`src/rtl/usr_regbank.sv`:
```
// Parametrised user register bank on the reg_* strobe bus: control, scratch,
// sticky W1C events with masked IRQ, self-clearing pulses and coherent status snapshots.
module usr_regbank #(
    parameter int                   ADDR_W    = 8,
    parameter int                   NUM_CTL   = 4,
    parameter int                   NUM_STS   = 8,
    parameter int                   NUM_EVT   = 8,
    parameter logic [NUM_CTL*32-1:0] CTL_RST  = {NUM_CTL{32'h0}},
    parameter logic [31:0]          BLOCK_ID  = 32'h5245_4701,
    parameter logic [31:0]          DEAD_WORD = 32'hDEAD_BEEF
) (
    input  logic                  s_axi_clk,
    input  logic                  s_axi_resetn,
    input  logic [ADDR_W-1:0]     reg_addr,
    input  logic [31:0]           reg_wdata,
    input  logic [3:0]            reg_wstrb,
    input  logic                  reg_wr,
    input  logic                  reg_rd,
    output logic [31:0]           reg_rdata,
    output logic                  reg_rvalid,
    output logic [NUM_CTL*32-1:0] ctl_o,
    input  logic [NUM_STS*32-1:0] sts_i,
    input  logic [NUM_EVT-1:0]    evt_i,
    output logic [31:0]           pulse_o,
    output logic                  irq_o
);

    // Bus semantics: reg_wr and reg_rd are single-cycle strobes with no backpressure.
    // A read strobe in cycle N always yields reg_rvalid for exactly cycle N+1;
    // reg_rdata is only meaningful while reg_rvalid is high and holds otherwise.

    localparam logic [31:0] A_ID      = 32'h00;
    localparam logic [31:0] A_SCRATCH = 32'h01;
    localparam logic [31:0] A_EVT_STS = 32'h02;
    localparam logic [31:0] A_EVT_MSK = 32'h03;
    localparam logic [31:0] A_PULSE   = 32'h04;
    localparam logic [31:0] A_SNAP    = 32'h05;
    localparam logic [31:0] A_CTL     = 32'h10;
    localparam logic [31:0] A_STS     = 32'h40;

    logic [31:0]        ctl [NUM_CTL];
    logic [31:0]        snap [NUM_STS];
    logic [31:0]        scratch;
    logic [NUM_EVT-1:0] evt_status;
    logic [NUM_EVT-1:0] evt_mask;

    logic [31:0]        addr;
    logic [NUM_EVT-1:0] w1c;
    logic [31:0]        evt_status_w;
    logic [31:0]        evt_mask_w;
    logic [31:0]        rd_mux;

    function automatic logic [31:0] apply_strb(input logic [31:0] old,
                                               input logic [31:0] data,
                                               input logic [3:0]  strb);
        logic [31:0] res;
        res = old;
        for (int b = 0; b < 4; b++) begin
            if (strb[b]) res[8*b +: 8] = data[8*b +: 8];
        end
        return res;
    endfunction

    assign addr = 32'(reg_addr);
    assign w1c  = (reg_wr && addr == A_EVT_STS) ? reg_wdata[NUM_EVT-1:0] : '0;

    for (genvar k = 0; k < NUM_CTL; k++) begin : g_ctl_out
        assign ctl_o[32*k +: 32] = ctl[k];
    end

    always_comb begin
        evt_status_w = '0;
        evt_mask_w   = '0;
        evt_status_w[NUM_EVT-1:0] = evt_status;
        evt_mask_w[NUM_EVT-1:0]   = evt_mask;
    end

    // Read mux sees register state before this cycle's write, so read-during-write
    // to the same word returns the old value.
    always_comb begin
        rd_mux = DEAD_WORD;
        case (addr)
            A_ID:      rd_mux = BLOCK_ID;
            A_SCRATCH: rd_mux = scratch;
            A_EVT_STS: rd_mux = evt_status_w;
            A_EVT_MSK: rd_mux = evt_mask_w;
            A_PULSE:   rd_mux = 32'h0;
            A_SNAP:    rd_mux = 32'h0;
            default:   rd_mux = DEAD_WORD;
        endcase
        for (int k = 0; k < NUM_CTL; k++) begin
            if (addr == A_CTL + 32'(k)) rd_mux = ctl[k];
        end
        for (int j = 0; j < NUM_STS; j++) begin
            if (addr == A_STS + 32'(j)) rd_mux = snap[j];
        end
    end

    always_ff @(posedge s_axi_clk or negedge s_axi_resetn) begin
        if (!s_axi_resetn) begin
            for (int k = 0; k < NUM_CTL; k++) ctl[k] <= CTL_RST[32*k +: 32];
            for (int j = 0; j < NUM_STS; j++) snap[j] <= '0;
            scratch    <= '0;
            evt_status <= '0;
            evt_mask   <= '0;
            pulse_o    <= '0;
            irq_o      <= 1'b0;
            reg_rdata  <= '0;
            reg_rvalid <= 1'b0;
        end else begin
            // Set wins over clear: evt_i is ORed in after the W1C mask.
            evt_status <= (evt_status & ~w1c) | evt_i;
            irq_o      <= |(evt_status & evt_mask);
            pulse_o    <= (reg_wr && addr == A_PULSE) ? reg_wdata : 32'h0;
            reg_rvalid <= reg_rd;
            if (reg_rd) reg_rdata <= rd_mux;

            if (reg_wr) begin
                if (addr == A_SCRATCH) scratch  <= apply_strb(scratch, reg_wdata, reg_wstrb);
                if (addr == A_EVT_MSK) evt_mask <= reg_wdata[NUM_EVT-1:0];
                if (addr == A_SNAP) begin
                    for (int j = 0; j < NUM_STS; j++) snap[j] <= sts_i[32*j +: 32];
                end
                for (int k = 0; k < NUM_CTL; k++) begin
                    if (addr == A_CTL + 32'(k)) ctl[k] <= apply_strb(ctl[k], reg_wdata, reg_wstrb);
                end
            end
        end
    end

endmodule

```
`config.mk`:
```
export PLATFORM = sky130hd
export DESIGN_NAME = usr_regbank
export DESIGN_NICKNAME = d
export VERILOG_FILES = /design/src/rtl/usr_regbank.sv
export SDC_FILE = /design/constraint.sdc
export NUM_CORES = 1
export LEC_CHECK = 0
export ABC_AREA = 1
export CAP_MARGIN = 20
export CORE_MARGIN = 5
export CORE_UTILIZATION = 50
export CTS_BUF_LIST = sky130_fd_sc_hd__clkbuf_2 sky130_fd_sc_hd__clkbuf_4 sky130_fd_sc_hd__clkbuf_8
export DETAILED_ROUTE_END_ITERATION = 6
export GPL_TIMING_DRIVEN = 0
export PLACE_DENSITY = 0.82
export SYNTH_ARGS = -nofsm -noshare
export SYNTH_HDL_FRONTEND = slang
export SYNTH_SLANG_ARGS = --single-unit
```
`constraint.sdc`:
```
create_clock -name s_axi_clk -period 2.4 [get_ports s_axi_clk]
set_clock_uncertainty 0.05 [all_clocks]
set_input_delay 0.36 -clock s_axi_clk [delete_from_list [all_inputs] [get_ports s_axi_clk]]
set_output_delay 0.36 -clock s_axi_clk [all_outputs]
set_load 0.005 [all_outputs]
```
Word-level counts from Yosys, hierarchy flattened --
Cells that the tools add are included.
Storage, ports and cells: flip-flop bits (word level) 498, output and inout port bits 194, word-level logic and storage cells 97
Cells by class: eq/ne operators 17, multiplexer cells 15, bitwise logic cells 4, reduce and logical (&&, ||, !) cells 27
Operators by type and width (count):
- two-way mux 32 bit | 13
- case mux 32 bit (5 select lines) | 1
- equality test 8 x 7 -> 1 bit, second input constant | 8
- AND reduction 3 bit | 20
- equality test 8 x 5 -> 1 bit, second input constant | 4
- zero test 32 bit | 1
- bitwise AND 8 bit | 2
- equality test 8 x 2 -> 1 bit, second input constant | 2
- equality test 8 x 3 -> 1 bit, second input constant | 2
- equality test 8 x 1 -> 1 bit, second input constant | 1
- two-way mux 8 bit | 1
- NOT 8 bit | 1
- OR 8 bit | 1
- OR reduction 8 bit | 1
- AND reduction 2 bit | 2
- logical AND 1 bit | 2
- OR reduction 2 bit | 1

Longest topological paths before layout --
depth after elaboration 15, depth in mapped cells 17, mapped depth without buffers 17

Worst setup path before layout --
Ideal clock, no wire load.
path type input-to-reg, from input reg_addr[7], to register reg_rdata[13], setup time 0.117 ns, arrival 1.685 ns, slack 0.547 ns, stages on the path 15, cells stage by stage nor2_1 nand2_2 nor2_4 nor2_1 nand3_2 buf_4 nand2_1 nand3_1 o21ai_1 nand3_1 nand2_1 nand3_1 nand2_1 nand3_1 nand2_1
Between the ends: longest elaborated chain between the ends 15, elaborated cells between the ends (all ways) 32, classes of those cells eq/ne (17); mux (13); reduce/logical (2)
RTL lines:
- start: declaration | RTL line 14 | input logic [ADDR_W-1:0] reg_addr,
- equality test 8 x 3 -> 1 bit | RTL line 82 | case (addr)
- OR reduction 2 bit (no source line)
- case mux 32 bit (5 select lines) | RTL line 82
- two-way mux 32 bit (4 in a row) | RTL line 92 | if (addr == A_CTL + 32'(k)) rd_mux = ctl[k];
- two-way mux 32 bit (7 in a row) | RTL line 95 | if (addr == A_STS + 32'(j)) rd_mux = snap[j];
- two-way mux 32 bit * | RTL line 95
- end signal: assignment | RTL line 116 | if (reg_rd) reg_rdata <= rd_mux;
- end: declaration | RTL line 19 | output logic [31:0] reg_rdata,
Mark *: on every way between the ends. The rest lies on a longest branch, timed or not. A chain may end at the register's enable or synchronous reset.

Worst setup path after layout --
from input reg_addr[6], to register reg_rdata[12]
The elaborated chain is that of the path after synthesis.

==> impl_metrics.ini <==
[power]
swShare_pct = 23.55
total_power_w = 0.01858
ir_drop_uv = 447.1
p_switching_w = 0.004376
combPwrFrac_pct = 8.6
seq_power_share_pct = 48.0
p_leak_nw = 14.26
power.internal_w = 0.01421
power_frac_clock_pct = 43.4
power_density_nw_per_um2 = 625.2

[timing]
layout_setup_ws_ns = -0.04974
fin_crit_ns = 2.450
fmax_mhz = 408.2
worst_slew_pin_slew_ns = 0.9087
slew_violations = 0
slew_headroom_pct = 39.42
rsz0062_at_grt = yes
tns_ns = -0.04974
finalHoldViolCount = 0
min_period_over_period_pct = 102.1
setup_violations = 1

[route]
routed-via-count = 20399
ant_nets = 0
routed_wl_um = 83240
vias_per_cell = 5.555
drc_errors = 8
wl_per_cell_um = 22.67
dr.pass1.iters = 7
drtIter0Drc = 2250

[grt]
grt_max_degree = 119
grt_pass1_vias = 20474
grt_pass1_wl_um = 122500
antenna_found_initial = 24
grt_usage_pct = 33.96
overflow = 0

[place]
io_buffers = 504
gp_congestion = 0.9586
post-dp-hpwl_um = 63520

[worst_setup_path]
rrSetupSlack_ns = 0.50
cp_cell_sequence = clkdlybuf4s50_1 -> nor2_2 -> nand2_4 -> nor2_4 -> buf_6 -> buf_6 -> nand2_1 -> a21oi_1 -> nand4_1 -> nand2_1 -> nand4_1 -> nor2_1 -> nand4_1 -> nand2_1
cp_data_required_time_ns = 2.93
arrival_ns = 2.98
path_class = input port to flip-flop
crit_path_max_incr_delay_ns = 0.47
path_delay_family = simple AND/OR/NAND/NOR gates
end_kind = flip-flop
path_depth = 14
start_kind = input port
worstRegToRegCells = 10
crit_fanout = 10
critical_path_buf_inv_count = 3
crit_path_top_delay_cell = clkdlybuf4s50_1

[clocking]
cts_tree = done
htree_levels = 3
root_buffer = clkbuf_8
cts_made_buffers = 83
clkTransAtPathRegs_ns = 0.06
cts.sinks = 498
cts_buffer_depth = 3
clkLatencyLatePin_ns = 0.65

[synthesis]
netlist_area_um2 = 21820
synthFlopType = dfrtp_1
ys_ff_latch = 498
yosys_warnings = 0
synth_nets = 2716
synth_edf_count = 0
async_flop_share_pct = 100.0
synth_area_leaders = dfrtp_1, nand2_1, mux2_2, o21ai_0, inv_1
synth_cell_types = 30
syn_avg_cell_area_um2 = 9.075
post-synth-top-count-cell = nand2_1
ys_top_cells_by_count = nand2_1, dfrtp_1, o21ai_0
synth_top_area_share_pct = 57.12
yosysSeqAreaShare_pct = 57.12
synthCells = 2404
yosys.area.top_type = dfrtp_1

[die]
die_height_um = 218.9
dieArea_um2 = 47910
ioPinCount = 506
core_area_um2 = 43080
die_x_um = 218.9
fp-row-count = 76
initial_core_util_pct = 50.64

[status]
violations = design-rule violations, negative setup slack
status = finished with violations

[flow_run]
max_cap_viol_count = 0

[cells_and_area]
layout.nets = 3314
syn_to_final_growth_pct = 36.25
nFillCells = 3373
drive_gt1_share_pct = 13.89

[hold_path]
hp-class = input port to asynchronous set/reset pin
-- path summary, 6_finish.rpt --
kind                                                 from                   endpoint
worst max-delay path                          reg_addr[6]  reg_rdata[12]$_DFFE_PN0P_
worst min-delay path                         s_axi_resetn       pulse_o[2]$_DFF_PN0_
worst max register to register      ctl_o[14]$_DFFE_PN0P_  reg_rdata[14]$_DFFE_PN0P_
worst min register to register  reg_rdata[30]$_DFFE_PN0P_  reg_rdata[30]$_DFFE_PN0P_
max in group asynchronous                    s_axi_resetn      snap[100]$_DFFE_PN0P_
min in group s_axi_clk                          sts_i[19]      snap[243]$_DFFE_PN0P_
-- metrics by stage --
stage	hold WS [ns]	area, um^2	worst slack (ns)	std cells	util (%)
3_5_place_dp	0.2049	27710	-0.9815	3497	64.32
4_1_cts	0.09856	29520	0.004067	3641	68.54
2_1_floorplan	0.01441	21820	0.5474	2404	-
5_1_grt	0.1430	29710	-0.07109	3666	68.97
3_3_place_gp	0.4166	27590	-20.61	3493	64.06
6_report	0.1401	29720	-0.04974	3672	69.00
-- worst reg2reg max path: cells and delay by family (launching register included) --
family	cells	cell delay [ns]
AO/OA/AOI/OAI	2	0.35
AND/OR/NAND/NOR	8	0.98
flip-flops	1	0.41
-- logic make-up after synthesis --
family                 synth area share [%]
AO/OA/AOI/OAI                         9.176
buffers and inverters                 6.286
flip-flops                            57.12
multiplexers                          8.104
AND/OR/NAND/NOR                       19.31
-- layout by cell type (no fill, tap or decap), drive strengths merged, types with 3 or more instances in the layout --
master,count
dfrtp,498
clkbuf,204
nand3b,3
nor3,4
nor2,237
clkinv,4
nand2,610
inv,237
nand4,67
bufinv,3
mux2,157
diode,27
clkdlybuf4s50,501
a21oi,146
nand3,32
o21ai,244
or2,51
buf,50
clkinvlp,3
-- power by group through the flow --
| stage | clock [W] | combinational, W | sequential [W] |
|---|---|---|---|
| after detailed placement | 0 | 0.00159 | 0.00905 |
| after CTS | 0.00814 | 0.00160 | 0.00891 |
| after global routing | 0.00854 | 0.00173 | 0.00894 |
| after floorplan | 0 | 0.000439 | 0.00901 |
| after global placement | 0 | 0.00153 | 0.00906 |
| final | 0.00807 | 0.00160 | 0.00891 |
-- what timing repair did --
item | in CTS | in global routing
endpoints found under the hold margin | 150 | 0
setup endpoints to repair | 64 | 90
resized for setup | 8 | 48
buffers inserted | 1 | 4
hold buffers | 1 | 0
pin swaps | 1 | 4
-- cell type report --
| cell class | instances | area (um^2) | area share [%] |
|---|---|---|---|
| inverters | 234 | 878.3 | 2.955 |
| well taps | 585 | 732.0 | 2.463 |
| plain buffers | 114 | 530.5 | 1.785 |
| flip-flops and latches | 498 | 12460 | 41.93 |
| clock buffers | 130 | 1627 | 5.472 |
| diodes | 27 | 67.56 | 0.2273 |
| clock inverters | 13 | 158.9 | 0.5346 |
| multi-input cells | 1557 | 8055 | 27.10 |
| repair buffers | 514 | 5213 | 17.54 |
-- sequential cells by signal, indices dropped and copies added, names as in the netlist --
register	flops
irq_o	1
scratch	32
reg_rdata	32
pulse_o	32
ctl_o	128
snap	256
reg_rvalid	1
evt_mask	8
evt_status	8
-- metal layers --
layer,track usage (%),vias to the layer above,share of wire (%)
li1,-,8956,-
met1,46.04,10025,40
met2,51.81,1176,46
met3,6.746,236,9.1
met4,18.53,6,5.1
met5,0,-,0.038
Note: power is estimated with default switching activity, not from simulation.
